[config.mk]
export PLATFORM = sky130hd
export DESIGN_NAME = vec_serialize
export DESIGN_NICKNAME = d
export VERILOG_FILES = /design/src/rtl/vec_serialize.sv
export SDC_FILE = /design/constraint.sdc
export NUM_CORES = 1
export LEC_CHECK = 0
export BUFFER_PORTS_ARGS = -buffer_cell sky130_fd_sc_hd__buf_2
export CAP_MARGIN = 20
export CORE_ASPECT_RATIO = 1.4
export CORE_UTILIZATION = 40
export CTS_CLUSTER_SIZE = 20
export DETAILED_ROUTE_END_ITERATION = 12
export PLACE_DENSITY = 0.77
export SLEW_MARGIN = 20
export SYNTH_ARGS = -nofsm -noshare
export SYNTH_HDL_FRONTEND = slang
export SYNTH_SLANG_ARGS = --single-unit
[constraint.sdc]
create_clock -name clk -period 1.8 [get_ports clk]
set_clock_uncertainty 0.15 [all_clocks]
set_input_delay 0.18 -clock clk [delete_from_list [all_inputs] [get_ports clk]]
set_output_delay 0.18 -clock clk [all_outputs]
set_load 0.05 [all_outputs]
[src/rtl/vec_serialize.sv]
// vec_serialize: takes one packed float vector per handshake and streams its elements
// out lowest index first, flagging the last one.
module vec_serialize #(
    parameter int EXP_WIDTH = 8,
    parameter int MANTISSA_WIDTH = 23,
    parameter int BIAS = 127,
    parameter int VEC_SIZE = 4,
    localparam int W = 1 + EXP_WIDTH + MANTISSA_WIDTH,
    localparam int IDX_W = VEC_SIZE > 1 ? $clog2(VEC_SIZE) : 1
) (
    input  logic                  clk,
    input  logic                  rst_n,
    input  logic [VEC_SIZE*W-1:0] in_data,
    input  logic                  in_valid,
    output logic                  in_ready,
    output logic [W-1:0]          out_data,
    output logic [IDX_W-1:0]      out_index,
    output logic                  out_last,
    output logic                  out_valid,
    input  logic                  out_ready
);
    localparam logic [0:0] IDLE = 1'b0;
    localparam logic [0:0] SEND = 1'b1;

    if (VEC_SIZE < 1) begin : g_bad_size
        $error("VEC_SIZE=%0d must be at least 1 (BIAS=%0d)", VEC_SIZE, BIAS);
    end

    logic [0:0]            state;
    logic [IDX_W-1:0]      idx;
    logic [VEC_SIZE*W-1:0] hold;
    logic                  in_hs;
    logic                  out_hs;

    assign out_valid = state == SEND;
    assign out_index = idx;
    assign out_last  = out_valid && idx == IDX_W'(VEC_SIZE - 1);
    // A vector can be taken in the same cycle the last element leaves, so streams have no bubble.
    assign in_ready  = rst_n && (state == IDLE || (out_ready && out_last));
    assign in_hs     = in_valid && in_ready;
    assign out_hs    = out_valid && out_ready;

    always_comb begin
        out_data = '0;
        for (int i = 0; i < VEC_SIZE; i++)
            if (idx == IDX_W'(i)) out_data = hold[i*W +: W];
    end

    always_ff @(posedge clk or negedge rst_n) begin
        if (!rst_n) begin
            state <= IDLE;
            idx   <= '0;
            hold  <= '0;
        end else if (in_hs) begin
            state <= SEND;
            idx   <= '0;
            hold  <= in_data;
        end else if (out_hs) begin
            state <= out_last ? IDLE : SEND;
            idx   <= out_last ? '0 : idx + 1'b1;
        end
    end
endmodule
==> flow_summary_export.csv <==
group,metric,value,unit
power_and_ir_drop,powerDensity,2163,nW/µm²
synth,synth-edff-count,0,
critical_path,critPathCaptureType,"output pin",
synth,mappedNetlistNets,547,
synth,synth_most_common_cell,"dfrtp_1",
critical_path,worstPathArrival,2.01,ns
layout,drive_above_1_share,62.39,%
critical_path,critPathBufInv,4,
clock_tree,cts_made_buffers,17,
layout,layout.cell_area.non_filler,10960,µm²
layout,final_net_count,903,
global_routing,grt_antenna_before_repair,2,
drt,totalWireLength,22.87,mm
timing,finalMaxSlewViolations,0,
synth,main_combinational_cell_family_by_area_after_synthesis,"multiplexers",
timing,setup_repair_after_global_routing_missed_its_margin,"true",
place,numPortBuffers,168,
synth,yosys_warn_count,0,
synth,synthDistinctLibCells,23,
drt,routedWlPerCell,23.68,µm
synth,synth_cells,411,
drt,drt_pass1_iterations,4,
global_routing,via_count_of_the_first_global_routing_pass,6319,
critical_path,crit_cells,8,
synth,synth.cells.most_frequent,"dfrtp_1 (131), mux2_1 (98), a21oi_1 (32)",
layout,register_area,3281,µm²
drt,post-route-drc-count,0,
drt,via_count,5202,
timing,relSlewSlack,49.47,%
timing,worstMarginPinSlew,0.7580,ns
critical_path,crit_path_max_incr_delay,0.48,ns
synth,postSynth.asyncResetShare,100.0,%
synth,seq_area_frac_synth,57.61,%
synth,synthAdderAreaFrac,0.8795,%
critical_path,start_kind,"register",
power_and_ir_drop,report.power.total,23710,µW
critical_path,reg2reg_setup_slack,-0.40,ns
place,gp_congestion,0.7953,
timing,setup_violating_endpoint_count_in_the_final_report,164,
layout,syn2layout_area_growth,92.63,%
hold_path,timing.hold.worst.class,"reg -> reg",
synth,synth_xor_area_share,0,%
floorplanning,dieWidth,102.8,µm
critical_path,cp_slowest_cell,"dfrtp_2",
clock_tree,clk_transition_reported_paths,0.05,ns
synth,share_of_cell_area_taken_by_muxes_after_synthesis,25.51,%
clock_tree,cts_buffer_depth,2,
global_routing,grt_start_max_net_pins,59,
timing,totalNegativeSetupSlack,-56.44,ns
hold_path,worst_hold_path.num_cells,1,
synth,synth_area_leaders,"dfrtp_1 (58%), mux2_1 (19%), mux2_2 (5.9%), a22oi_1 (4.1%), o22ai_1 (3.4%)",
timing,final-hold-violation-count,0,
floorplanning,fp.coreArea,13910,µm²
floorplanning,boundaryPins,169,
critical_path,critical_path_class,"reg -> out",
layout,finish.cell_count_without_fillers,966,
global_routing,grt_util_all_layers,33.68,%
job,drv_cap,0,
timing,post-route-worst-setup-slack,-0.5404,ns
place,placed_cells_incl_taps,769,
layout,fill_cells,758,
place,place.detailed.hpwl,11.43,mm
floorplanning,floorplan.initialDensity,40.91,%
floorplanning,placementRows,51,
clock_tree,clock_tree_from_tritoncts,"built",
timing,max_clock_freq,427.3,MHz
run_status,failed_checks,"negative setup slack",
synth,post_synthesis_area_per_instance,13.85,µm²
clock_tree,htree_num_levels,4,
floorplanning,die_outline_area,14710,µm²
synth,synthFlopType,"dfrtp_1",
synth,postSynthRegisterBits,131,
critical_path,critPathMostFrequentCell,"buf_6",
timing,period_utilization_post_route,130.0,%
layout,multi_input_comb_area,3371,µm²
place,dp_slack,-0.1661,ns
synth,synth_area_leader_cell,"dfrtp_1",
power_and_ir_drop,total_leakage_power,0.004884,µW
synth,netlist_area,5690,µm²
clock_tree,clkLatencyLatePin,0.42,ns
synth,synth_simple_gate_area_share,1.385,%
critical_path,cpLargestDelayFamily,"buffers and inverters",
floorplanning,fp.dieH,143.1,µm
timing,min_period,2.340,ns
critical_path,crit_required,1.47,ns
global_routing,grt_overflow,0,
power_and_ir_drop,max-vdd-ir-drop,1.835,mV
drt,antenna_left,0,
place,placed_cell_area,7936,µm²
critical_path,worst_r2r_path_depth,10,
clock_tree,cts_root_buf,"clkbuf_16",
synth,synth_compound_gate_area_share,10.86,%
critical_path,path_max_fanout,8,
clock_tree,cts.sink_count,131,
synth,netlist.area_leader.share,57.61,%
global_routing,global_route_wire_length_before_repair,35.31,mm
drt,drt_iter0_markers,125,
critical_path,cp_cell_instances,"inv_4 -> ha_4 -> nor2b_4 -> buf_6 -> buf_16 -> a22oi_2 -> a21oi_4 -> buf_6",
run_status,status,"complete, but fails checks",
drt,average_via_count_per_standard_cell,5.385,
==> cells by family (layout without fill, tap and decap cells) <==
kind of cell / count (synthesis) / after routing
AOI/OAI and AO/OA: 97 / 97
buffers and inverters: 33 / 401
adders and majority gates: 4 / 4
DFF: 131 / 131
other: 0 / 2
muxes: 129 / 129
and+or+nand+nor: 17 / 17
==> metrics by stage <==
step / hold WS, ns / util (%)
3_5_place_dp: 0.1001 / 57.05
2_1_floorplan: -0.2656 / -
3_3_place_gp: 0.08859 / 57.05
6_report: 0.3637 / 78.80
4_1_cts: 0.3566 / 79.82
5_1_grt: 0.3715 / 78.80
==> placed cells by master, fill, tap and decap left out, drive strengths merged <==
master / instances
ha: 4
nand3: 1
a31oi: 1
mux2i: 1
nor2: 4
dfrtp: 131
clkinvlp: 3
clkbuf: 21
dlygate4sd3: 131
a21oi: 33
a22oi: 31
clkinv: 3
bufinv: 4
diode: 2
inv: 3
o2bb2ai: 1
and2: 2
o22ai: 31
nand2b: 1
nor2b: 1
buf: 236
nand2: 7
mux2: 128
nand3b: 1
==> layer usage <==
metal	track usage [%]	wire (µm)
met5	0	0
met4	22.02	1340
met3	9.251	1177
met2	61.33	12670
met1	32.40	7689
==> final cells by class <==
class | instances | area share, %
Tap cell | 185 | 2.112
Inverter | 3 | 0.1484
Timing Repair Buffer | 367 | 31.47
Sequential cell | 131 | 29.93
Antenna cell | 2 | 0.04566
Multi-Input combinational cell | 247 | 30.75
Clock buffer | 21 | 4.109
Clock inverter | 10 | 1.438
==> where the power goes <==
part | internal [µW] | switching (µW)
logic | 7010 | 7300
clock network | 2340 | 1310
registers | 4450 | 1310
==> timing repair <==
| action | CTS | global route |
|---|---|---|
| cloned | 13 | 0 |
| hold buffers | 131 | 0 |
| endpoints found under the hold margin | 215 | 0 |
| buffers inserted | 29 | 12 |
| resized for setup | 153 | 34 |
| endpoints found under the setup margin | 147 | 164 |
| pin swaps | 3 | 12 |
==> sequential cells by signal (all words and copies together), names as in the netlist <==
signal     count
out_index      2
out_valid      1
hold         128
==> path summary, 6_finish.rpt <==
check	startpoint	to
max	out_index[1]	out_data[14]
min	hold[80]	hold[80]
max reg2reg	out_index[1]	hold[107]
min reg2reg	hold[80]	hold[80]
max in group asynchronous	rst_n	hold[102]
min in group asynchronous	rst_n	hold[66]
Note: power is estimated with default switching activity, not from simulation.
